**src/rtl/fpga_clk_rst_seq_pkg.sv**
```systemverilog
// Shared FPGA target definitions: sequencer state encoding, the default SoC clock
// divider (also used as the clock divider's power-on value) and small helpers.
package fpga_clk_rst_seq_pkg;

  localparam int unsigned FpgaDefaultDiv = 4;

  typedef enum logic [2:0] {
    WAIT_CALIB,
    PROG,
    SETTLE,
    RUN,
    DRAIN,
    HOLD,
    ERROR
  } seq_state_e;

  function automatic int unsigned max_u(input int unsigned a, input int unsigned b);
    return (a > b) ? a : b;
  endfunction

  // Dividing by 0 or 1 would run the SoC at or above the DRAM auxiliary clock.
  function automatic logic div_is_legal(input int unsigned div);
    return div >= 32'd2;
  endfunction

endpackage

```
**src/rtl/fpga_seq_cnt.sv**
```systemverilog
// Loadable saturating down-counter with a done flag, shared by the sequencer's timed states.
// The owner loads it during reset, so it needs no reset of its own.
module fpga_seq_cnt #(
  parameter int unsigned Width = 8
) (
  input  logic             clk,
  input  logic             load,
  input  logic [Width-1:0] load_value,
  input  logic             enable,
  output logic             done
);

  logic [Width-1:0] count;

  // Load wins over counting; the count parks at zero instead of wrapping.
  always_ff @(posedge clk) begin
    if (load) begin
      count <= load_value;
    end else if (enable && (count != '0)) begin
      count <= count - Width'(1);
    end
  end

  assign done = (count == '0);

endmodule

```
**src/rtl/fpga_clk_rst_seq.sv**
```systemverilog
// FPGA clock/reset bring-up and run-time divider reconfiguration sequencer.
// Optional calibration watchdog and ERROR state: define FPGA_CLK_RST_SEQ_CALIB_TIMEOUT_EN.
module fpga_clk_rst_seq
  import fpga_clk_rst_seq_pkg::*;
#(
  parameter int unsigned DivWidth     = 4,
  parameter int unsigned DefaultDiv   = FpgaDefaultDiv,
  parameter int unsigned SettleCycles = 64,
  parameter int unsigned HoldCycles   = 16
`ifdef FPGA_CLK_RST_SEQ_CALIB_TIMEOUT_EN
  ,
  parameter int unsigned CalibTimeout = 1048576
`endif
) (
  input  logic                clk_i,
  input  logic                rst_i,
  input  logic                calib_done_i,
  output logic [DivWidth-1:0] div_value_o,
  output logic                div_valid_o,
  input  logic                div_ready_i,
  output logic                drain_req_o,
  input  logic                drain_ack_i,
  output logic                soc_rst_no,
  input  logic                reconf_req_i,
  input  logic [DivWidth-1:0] reconf_div_i,
  output logic                reconf_ack_o,
  output logic                running_o,
  output logic                error_o
);

`ifdef FPGA_CLK_RST_SEQ_CALIB_TIMEOUT_EN
  localparam int unsigned CntLimit = max_u(max_u(SettleCycles, HoldCycles), CalibTimeout);
`else
  localparam int unsigned CntLimit = max_u(SettleCycles, HoldCycles);
`endif
  localparam int unsigned CntWidth = $clog2(CntLimit) + 1;

  seq_state_e          state;
  seq_state_e          next_state;
  seq_state_e          load_target;
  logic [DivWidth-1:0] pending_div;
  logic [DivWidth-1:0] div_value_q;
  logic                div_valid_q;
  logic                drain_req_q;
  logic                soc_rst_n_q;
  logic                running_q;
  logic                reconf_ack_q;
  logic                error_q;
  logic                reconf_flag;
  logic                hold_to_calib;
  logic                calib_lost;
  logic                reconf_take;
  logic                illegal_req;
  logic                cnt_load;
  logic                cnt_en;
  logic                cnt_done;
  logic [CntWidth-1:0] cnt_value;
  logic                live_now;
  logic                live_next;

  fpga_seq_cnt #(
    .Width(CntWidth)
  ) u_cnt (
    .clk       (clk_i),
    .load      (cnt_load),
    .load_value(cnt_value),
    .enable    (cnt_en),
    .done      (cnt_done)
  );

  // Calibration loss outranks a reconfiguration request because DRAM is already gone.
  always_comb begin
    next_state  = state;
    calib_lost  = 1'b0;
    reconf_take = 1'b0;
    illegal_req = 1'b0;
    case (state)
      WAIT_CALIB: begin
        if (calib_done_i) next_state = PROG;
`ifdef FPGA_CLK_RST_SEQ_CALIB_TIMEOUT_EN
        else if (cnt_done) next_state = ERROR;
`endif
      end
      PROG: begin
        if (div_ready_i) next_state = SETTLE;
      end
      SETTLE: begin
        if (cnt_done) next_state = RUN;
      end
      RUN: begin
        if (!calib_done_i) begin
          next_state = HOLD;
          calib_lost = 1'b1;
        end else if (reconf_req_i) begin
          if (div_is_legal(32'(reconf_div_i))) begin
            next_state  = DRAIN;
            reconf_take = 1'b1;
          end else begin
            illegal_req = 1'b1;
          end
        end
      end
      DRAIN: begin
        if (drain_ack_i) next_state = HOLD;
      end
      HOLD: begin
        if (cnt_done) next_state = hold_to_calib ? WAIT_CALIB : PROG;
      end
`ifdef FPGA_CLK_RST_SEQ_CALIB_TIMEOUT_EN
      ERROR: begin
        next_state = ERROR;
      end
`endif
      default: begin
        next_state = WAIT_CALIB;
      end
    endcase
  end

  // The counter is reloaded on every state change with the length of the state being entered.
  always_comb begin
    load_target = rst_i ? WAIT_CALIB : next_state;
    cnt_load    = rst_i || (next_state != state);
    cnt_value   = '0;
    case (load_target)
      SETTLE:     cnt_value = CntWidth'(SettleCycles - 1);
      HOLD:       cnt_value = CntWidth'(HoldCycles - 1);
`ifdef FPGA_CLK_RST_SEQ_CALIB_TIMEOUT_EN
      WAIT_CALIB: cnt_value = CntWidth'(CalibTimeout - 1);
`endif
      default:    cnt_value = '0;
    endcase
    cnt_en = (state == SETTLE) || (state == HOLD);
`ifdef FPGA_CLK_RST_SEQ_CALIB_TIMEOUT_EN
    cnt_en = cnt_en || (state == WAIT_CALIB);
`endif
    live_now  = (state == RUN) || (state == DRAIN);
    live_next = (next_state == RUN) || (next_state == DRAIN);
  end

  always_ff @(posedge clk_i) begin
    if (rst_i) begin
      state         <= WAIT_CALIB;
      pending_div   <= DivWidth'(DefaultDiv);
      div_value_q   <= DivWidth'(DefaultDiv);
      div_valid_q   <= 1'b0;
      drain_req_q   <= 1'b0;
      soc_rst_n_q   <= 1'b0;
      running_q     <= 1'b0;
      reconf_ack_q  <= 1'b0;
      error_q       <= 1'b0;
      reconf_flag   <= 1'b0;
      hold_to_calib <= 1'b0;
    end else begin
      state        <= next_state;
      div_valid_q  <= (next_state == PROG);
      drain_req_q  <= (next_state == DRAIN);
      soc_rst_n_q  <= live_now && live_next;
      running_q    <= (state == RUN) && (next_state == RUN);
      reconf_ack_q <= reconf_flag && (state == RUN) && (next_state == RUN);
      // The divider value is frozen for the whole PROG visit so it cannot move under valid.
      if ((next_state == PROG) && (state != PROG)) begin
        div_value_q <= pending_div;
      end
      // Only legal requests update the pending divider, so a calibration-loss restart
      // always reprograms the last divider that actually ran.
      if (reconf_take) begin
        pending_div <= reconf_div_i;
      end
      if (reconf_take) begin
        reconf_flag <= 1'b1;
      end else if (state == RUN) begin
        reconf_flag <= 1'b0;
      end
      if (calib_lost) begin
        hold_to_calib <= 1'b1;
      end else if ((state == HOLD) && (next_state != HOLD)) begin
        hold_to_calib <= 1'b0;
      end
      if (illegal_req) begin
        error_q <= 1'b1;
      end
`ifdef FPGA_CLK_RST_SEQ_CALIB_TIMEOUT_EN
      if ((state == WAIT_CALIB) && (next_state == ERROR)) begin
        error_q <= 1'b1;
      end
`endif
    end
  end

  assign div_value_o  = div_value_q;
  assign div_valid_o  = div_valid_q;
  assign drain_req_o  = drain_req_q;
  assign soc_rst_no   = soc_rst_n_q;
  assign running_o    = running_q;
  assign reconf_ack_o = reconf_ack_q;
  assign error_o      = error_q;

endmodule

```
**config.mk**
```make
export PLATFORM = sky130hd
export DESIGN_NAME = fpga_clk_rst_seq
export DESIGN_NICKNAME = d
export VERILOG_FILES = /design/src/rtl/fpga_clk_rst_seq_pkg.sv /design/src/rtl/fpga_seq_cnt.sv /design/src/rtl/fpga_clk_rst_seq.sv
export SDC_FILE = /design/constraint.sdc
export NUM_CORES = 1
export LEC_CHECK = 0
export BUFFER_PORTS_ARGS = -buffer_cell sky130_fd_sc_hd__buf_2
export CORE_MARGIN = 5
export CORE_UTILIZATION = 42
export CTS_CLUSTER_DIAMETER = 60
export DETAILED_ROUTE_END_ITERATION = 6
export GPL_TIMING_DRIVEN = 0
export REMOVE_ABC_BUFFERS = 1
export SKIP_LAST_GASP = 1
export SLEW_MARGIN = 30
export SYNTH_ARGS = -nofsm -noshare
export SYNTH_HDL_FRONTEND = slang
export SYNTH_SLANG_ARGS = --single-unit
export TNS_END_PERCENT = 5
```
**constraint.sdc**
```tcl
create_clock -name clk_i -period 4.51 [get_ports clk_i]
set_input_delay 0.902 -clock clk_i [delete_from_list [all_inputs] [get_ports clk_i]]
set_output_delay 0.902 -clock clk_i [all_outputs]
set_load 0.05 [all_outputs]
```
==> out/results.tsv, run 1 <==
stage	metric	value	unit
detailed_routing	WL/cell	14.2	um
worst_setup_path	CP arrival	2630	ps
placed_design	# port buffers	19	
die	Initial Utilization	0.442	
layout	post-route insts no fill	194	
timing	worst-margin pin slew	501	ps
worst_setup_path	Worst Path Class, Setup	input pin to flop	
layout	Final Net Count	163	
timing	setup tns final	0	ps
die	IO Count	20	
cts	Hold Buf Count CTS	0	
run_status	status	finished, final reports clean	
worst_setup_path	critical path's top delay family	compound AO/OA/AOI/OAI gates	
yosys	Seq cells post-synth	26	
power	P_leak	0.587	nW
global_route	number of global-route vias before repair	1027	
timing	final hold vios	0	
power	pwr/cell area	411	nW/um2
yosys	distinct cell type count after synthesis	50	
layout	fin util	0.498	
placed_design	dpl cells	190	
yosys	EDFF count, synth	7	
worst_setup_path	crit end category	flop	
timing	max-slew violation count	0	
yosys	largest cells by area after synthesis	dfxtp_1 (28%), edfxtp_1 (15%), mux2i_1 (5.8%)	
global_route	pin count of the biggest net entering global routing	24	
detailed_routing	WL final	2.76	mm
cts	CTS clk-pin slew, worst paths	140	ps
detailed_routing	Post-DRT Antenna Nets	0	
cts	H-tree Lvls	1	
cts	postcts setup bufs	0	
layout	P&R area growth vs syn	12.9	%
yosys	Yosys top cell area share	0.278	
placed_design	hpwl dp	2.05	mm
cts	Clk Latency, worst-skew pair	330	ps
worst_setup_path	crit start category	input pin	
yosys	Synth area leader	dfxtp_1	
global_route	first-pass GRT wire length	4.70	mm
global_route	Congestion Overflow GR	0	
layout	fraction of layout cells with a size suffix above 1	0.247	
cts	TritonCTS Sinks	26	
worst_setup_path	critical path's slowest cell	nor2_1	
timing	clock skew	5.48	ps
yosys	Seq/Total Area, Yosys	0.431	
worst_setup_path	Required @ worst endpoint	4540	ps
power	worst vdd ir	0.244	mV
detailed_routing	first-pass detailed-route iteration total	4	
layout	n_diodes	0	
yosys	Syn Area/Cell	10.4	um2
detailed_routing	via-per-instance ratio	5.36	
timing	max_slew headroom	0.666	
timing	Peak Freq	385	MHz
placed_design	placer congestion estimate	0.770	
detailed_routing	drc violations	0	
worst_setup_path	crit-path max FO	7	
die	row count	20	
timing	RSZ-0062 raised after global routing	no	
yosys	ys flop type	dfxtp_1	
yosys	Post-Syn Area	1370	um2
die	die area	4500	um2
detailed_routing	First DRT Iteration DRCs	47	
die	core area	3100	um2
worst_hold_path	HP Class	flop to flop	
yosys	Yosys Warn Count	0	
timing	final setup violation count	0	
die	die height	67.1	um
global_route	All-Layer GR Usage	0.139	
cts	clock root buffer	clkbuf_4	
die	Die Wd	67.1	um
run	max_cap viols	0	
timing	min cycle time layout	2600	ps
worst_setup_path	crit-path max cell delay	400	ps
cts	CTS Buffer Depth	2	
cts	CTS tree	built	
layout	fill count	316	
cts	CTS Buf Count	3	
yosys	FFs w/ async S/R, synth	0	
detailed_routing	vias	1039	
worst_setup_path	CP cell instances	buf_2 -> o31a_1 -> o311ai_0 -> o21ai_0 -> nor2_1 -> nand2_1	
global_route	initial antenna violation count	0	
timing	period utilization	0.576	
worst_setup_path	Worst Path Buf+Inv	1	
yosys	Post-Syn Instances	132	
cts	# resized after CTS	0	
cell usage after synthesis, types with 3 or more instances:
| cell type | instances |
|---|---|
| dfxtp_1 | 19 |
| nor2_1 | 12 |
| mux2i_1 | 8 |
| nand2b_1 | 8 |
| edfxtp_1 | 7 |
| inv_1 | 6 |
| nand2_1 | 6 |
| a21oi_1 | 5 |
| a22oi_1 | 4 |
| a31oi_1 | 3 |
| clkbuf_1 | 3 |
| nand3b_1 | 3 |
| nor2b_1 | 3 |
| xnor2_1 | 3 |
power breakdown:
group / internal (mW) / total, mW / switching, mW
Clock: 0.0900 / 0.161 / 0.0714
Sequential: 0.275 / 0.306 / 0.0308
Combinational: 0.0716 / 0.168 / 0.0963
metal layers:
metal | global-route usage | wire length (um) | vias up
met3 | 0.0253 | 62 | 5
met2 | 0.243 | 1360 | 15
met5 | 0 | 0 | -
met4 | 0.0608 | 50 | 0
li1 | - | - | 522
met1 | 0.163 | 1290 | 497
through the flow:
step / setup WS [ps] / power, mW / hold slack [ps] / cell area (um2)
after floorplan: 2010 / 0.437 / 430 / 1340
final: 1910 / 0.635 / 482 / 1550
after global routing: 1700 / 0.675 / 505 / 1550
after CTS: 1910 / 0.644 / 488 / 1550
after global placement: 1550 / 0.474 / 448 / 1490
after detailed placement: 1550 / 0.480 / 457 / 1490
layout by cell type, fill, tap and decap left out, types with 2 or more instances in the layout:
cell type,n
xnor2_1,3
ha_1,2
inv_1,6
nor4_1,2
a22oi_1,4
a31oi_1,3
nor2b_1,3
dfxtp_1,19
buf_2,19
nand3b_1,3
nor2_1,12
edfxtp_1,7
nand2_1,6
xor2_1,2
nor3b_1,2
nand2b_1,8
a21oi_1,5
clkbuf_4,3
mux2i_1,8
nor3_1,2
worst min-delay path, delay by kind of cell, from the launching register on:
family           cells  cell delay (ps)
flip-flops           1              330
AND/OR/NAND/NOR      1               60
multiplexers         1               60
cell families (layout without fill, tap and decap cells):
kind of cell / after synthesis / in the layout / share of synthesized area
simple gates: 46 / 46 / 0.193
compound gates: 34 / 34 / 0.232
flops: 26 / 26 / 0.431
buf+inv: 11 / 29 / 0.0356
mux: 8 / 8 / 0.0584
xor+xnor: 5 / 5 / 0.0320
fa+ha+maj: 2 / 2 / 0.0183
cell type report:
cell class | count | area (um2) | share of cell area
Tap cell | 44 | 55.1 | 0.0356
Multi-Input combinational cell | 95 | 731 | 0.472
Clock buffer | 3 | 22.5 | 0.0146
Timing Repair Buffer | 19 | 95.1 | 0.0615
Clock inverter | 1 | 30.0 | 0.0194
Inverter | 6 | 22.5 | 0.0146
Sequential cell | 26 | 591 | 0.382
path summary, 6_finish.rpt:
path	from	cells past startpoint	to	slack, ps
min	div_value_o[3]	2	div_value_o[3]	480
min reg2reg	div_value_o[3]	2	div_value_o[3]	480
max reg2reg	u_cnt.count[0]	7	u_cnt.count[0]	2090
max	reconf_div_i[3]	6	u_cnt.count[0]	1910
sequential cells by signal (all words and copies together), names as in the netlist:
register and cells:
drain_req_o 1, reconf_ack_o 1, pending_div 4, state 3, div_valid_o 1, hold_to_calib 1, running_o 1, u_cnt.count 7
div_value_o 4, error_o 1, reconf_flag 1, soc_rst_no 1
(Power assumes the default switching activity.)
==> inputs of run 2 (changes only) <==
Clock period 4.51 ns to 2.2 ns, I/O delays scaled along.
==> out/results.tsv, run 2 (synthesized netlist as in run 1, its figures left out) <==
stage	metric	value	unit
worst_setup_path	crit end category	flop	
layout	P&R area growth vs syn	15.5	%
run_status	status	finished, final reports clean	
die	Initial Utilization	0.442	
run	max_cap viols	0	
timing	min cycle time layout	2110	ps
cts	clock root buffer	clkbuf_4	
power	Final Power	1.34	mW
layout	n_diodes	0	
power	Clk network pwr share	0.249	
timing	worst-margin pin slew	501	ps
cts	CTS tree	built	
worst_setup_path	Worst Path Class, Setup	flop to flop	
detailed_routing	WL final	2.80	mm
detailed_routing	via-per-instance ratio	5.35	
timing	clock skew	6.42	ps
detailed_routing	first-pass detailed-route iteration total	4	
layout	Largest Register	u_cnt.count	
layout	max FFs per register	7	
placed_design	hpwl dp	2.05	mm
placed_design	dpl cells	190	
power	Switch Pwr	420	uW
die	die height	67.1	um
detailed_routing	Post-DRT Antenna Nets	0	
detailed_routing	drc violations	0	
worst_setup_path	crit-path max FO	7	
timing	setup tns final	0	ps
power	pwr/cell area	845	nW/um2
power	worst vdd ir	0.507	mV
timing	period utilization	0.960	
timing	WHS	343	ps
cts	CTS Buffer Depth	2	
timing	final setup violation count	0	
cts	TritonCTS Sinks	26	
cts	Clk Latency, worst-skew pair	330	ps
die	die area	4500	um2
worst_setup_path	crit start category	flop	
cts	H-tree Lvls	1	
detailed_routing	First DRT Iteration DRCs	50	
cts	CTS Buf Count	3	
layout	commonest non-fill, non-tap cell in the layout	buf_2	
die	row count	20	
power	sequential power share	0.472	
placed_design	# port buffers	19	
power	internal power	918	uW
timing	RSZ-0062 raised after global routing	yes	
timing	Peak Freq	474	MHz
timing	final hold vios	0	
layout	post-route insts no fill	196	
layout	fraction of layout cells with a size suffix above 1	0.296	
global_route	All-Layer GR Usage	0.139	
die	Die Wd	67.1	um
die	core area	3100	um2
die	IO Count	20	
worst_hold_path	HP Class	input pin to flop	
layout	fin util	0.510	
timing	max-slew violation count	0	
timing	max_slew headroom	0.666	
power	Comb pwr share	0.279	
layout	Final Net Count	165	
detailed_routing	vias	1048	
global_route	Congestion Overflow GR	0	
worst_setup_path	Required @ worst endpoint	2290	ps
power	P_leak	0.602	nW
cts	Hold Buf Count CTS	0	
global_route	pin count of the biggest net entering global routing	24	
cts	CTS clk-pin slew, worst paths	140	ps
layout	highest-count cells in the layout ignoring fill and taps	buf_2 (19), dfxtp_1 (18), nor2_1 (11), mux2i_1 (8), nand2b_1 (8)	
detailed_routing	WL/cell	14.3	um
placed_design	placer congestion estimate	0.770	
worst_setup_path	CP arrival	2200	ps
global_route	initial antenna violation count	0	
global_route	number of global-route vias before repair	1031	
global_route	first-pass GRT wire length	4.71	mm
power	switching share of power	0.314	
run 2: cell types whose count changed in the layout (fill, tap and decap cells not counted), sizes merged:
cell  previous run  this run
buf             19        21
run 2: routing by layer:
| layer | track usage | vias up | part of all wire | wire (um) |
|---|---|---|---|---|
| met5 | 0 | - | 0 | 0 |
| met2 | 0.244 | 23 | 0.50 | 1400 |
| met3 | 0.0253 | 5 | 0.034 | 94 |
| met4 | 0.0608 | 0 | 0.018 | 50 |
| met1 | 0.164 | 495 | 0.45 | 1260 |
| li1 | - | 525 | - | - |
run 2: worst paths after layout:
| path | depth (start not counted) | end | startpoint | slack, ps |
|---|---|---|---|---|
| max reg2reg | 6 | u_cnt.count[3] | u_cnt.count[4] | 90 |
| min reg2reg | 2 | div_value_o[3] | div_value_o[3] | 480 |
| max | 6 | u_cnt.count[3] | u_cnt.count[4] | 90 |
| min | 3 | pending_div[0] | reconf_div_i[0] | 340 |
run 2: timing repair:
item | in CTS | in global routing
endpoints found under the setup margin | 17 | 18
buffers inserted | 1 | 1
gates resized for setup | 2 | 7
pin swaps | 1 | 3
run 2: critical path, stage by stage (launching register included):
cell,delay [ps]
edfxtp_1,480
nor4_4,280
buf_4,190
a31oi_1,150
a311oi_4,430
a21bo_2,240
a22oi_1,90
run 2: power by group through the flow:
| stage | registers (mW) | clock network, mW | logic (mW) |
|---|---|---|---|
| global placement | 0.636 | 0 | 0.335 |
| CTS | 0.628 | 0.344 | 0.358 |
| floorplan | 0.639 | 0 | 0.257 |
| detailed placement | 0.638 | 0 | 0.345 |
| global route | 0.641 | 0.357 | 0.419 |
| finish | 0.631 | 0.334 | 0.373 |
run 2: final cells by class:
cell class | count | area (um2)
Multi-Input combinational cell | 95 | 751
Sequential cell | 26 | 592
Timing Repair Buffer | 21 | 110
Fill cell | 319 | 1520
Clock inverter | 1 | 30.0
Clock buffer | 3 | 22.5
Inverter | 6 | 22.5
Tap cell | 44 | 55.1
run 2: through the flow:
| stage | instance area [um2] | worst slack [ps] |
|---|---|---|
| after floorplan | 1340 | 124 |
| after global placement | 1490 | -302 |
| after detailed placement | 1490 | -293 |
| after CTS | 1560 | -56.5 |
| after global routing | 1580 | -51.6 |
| final | 1580 | 88.6 |
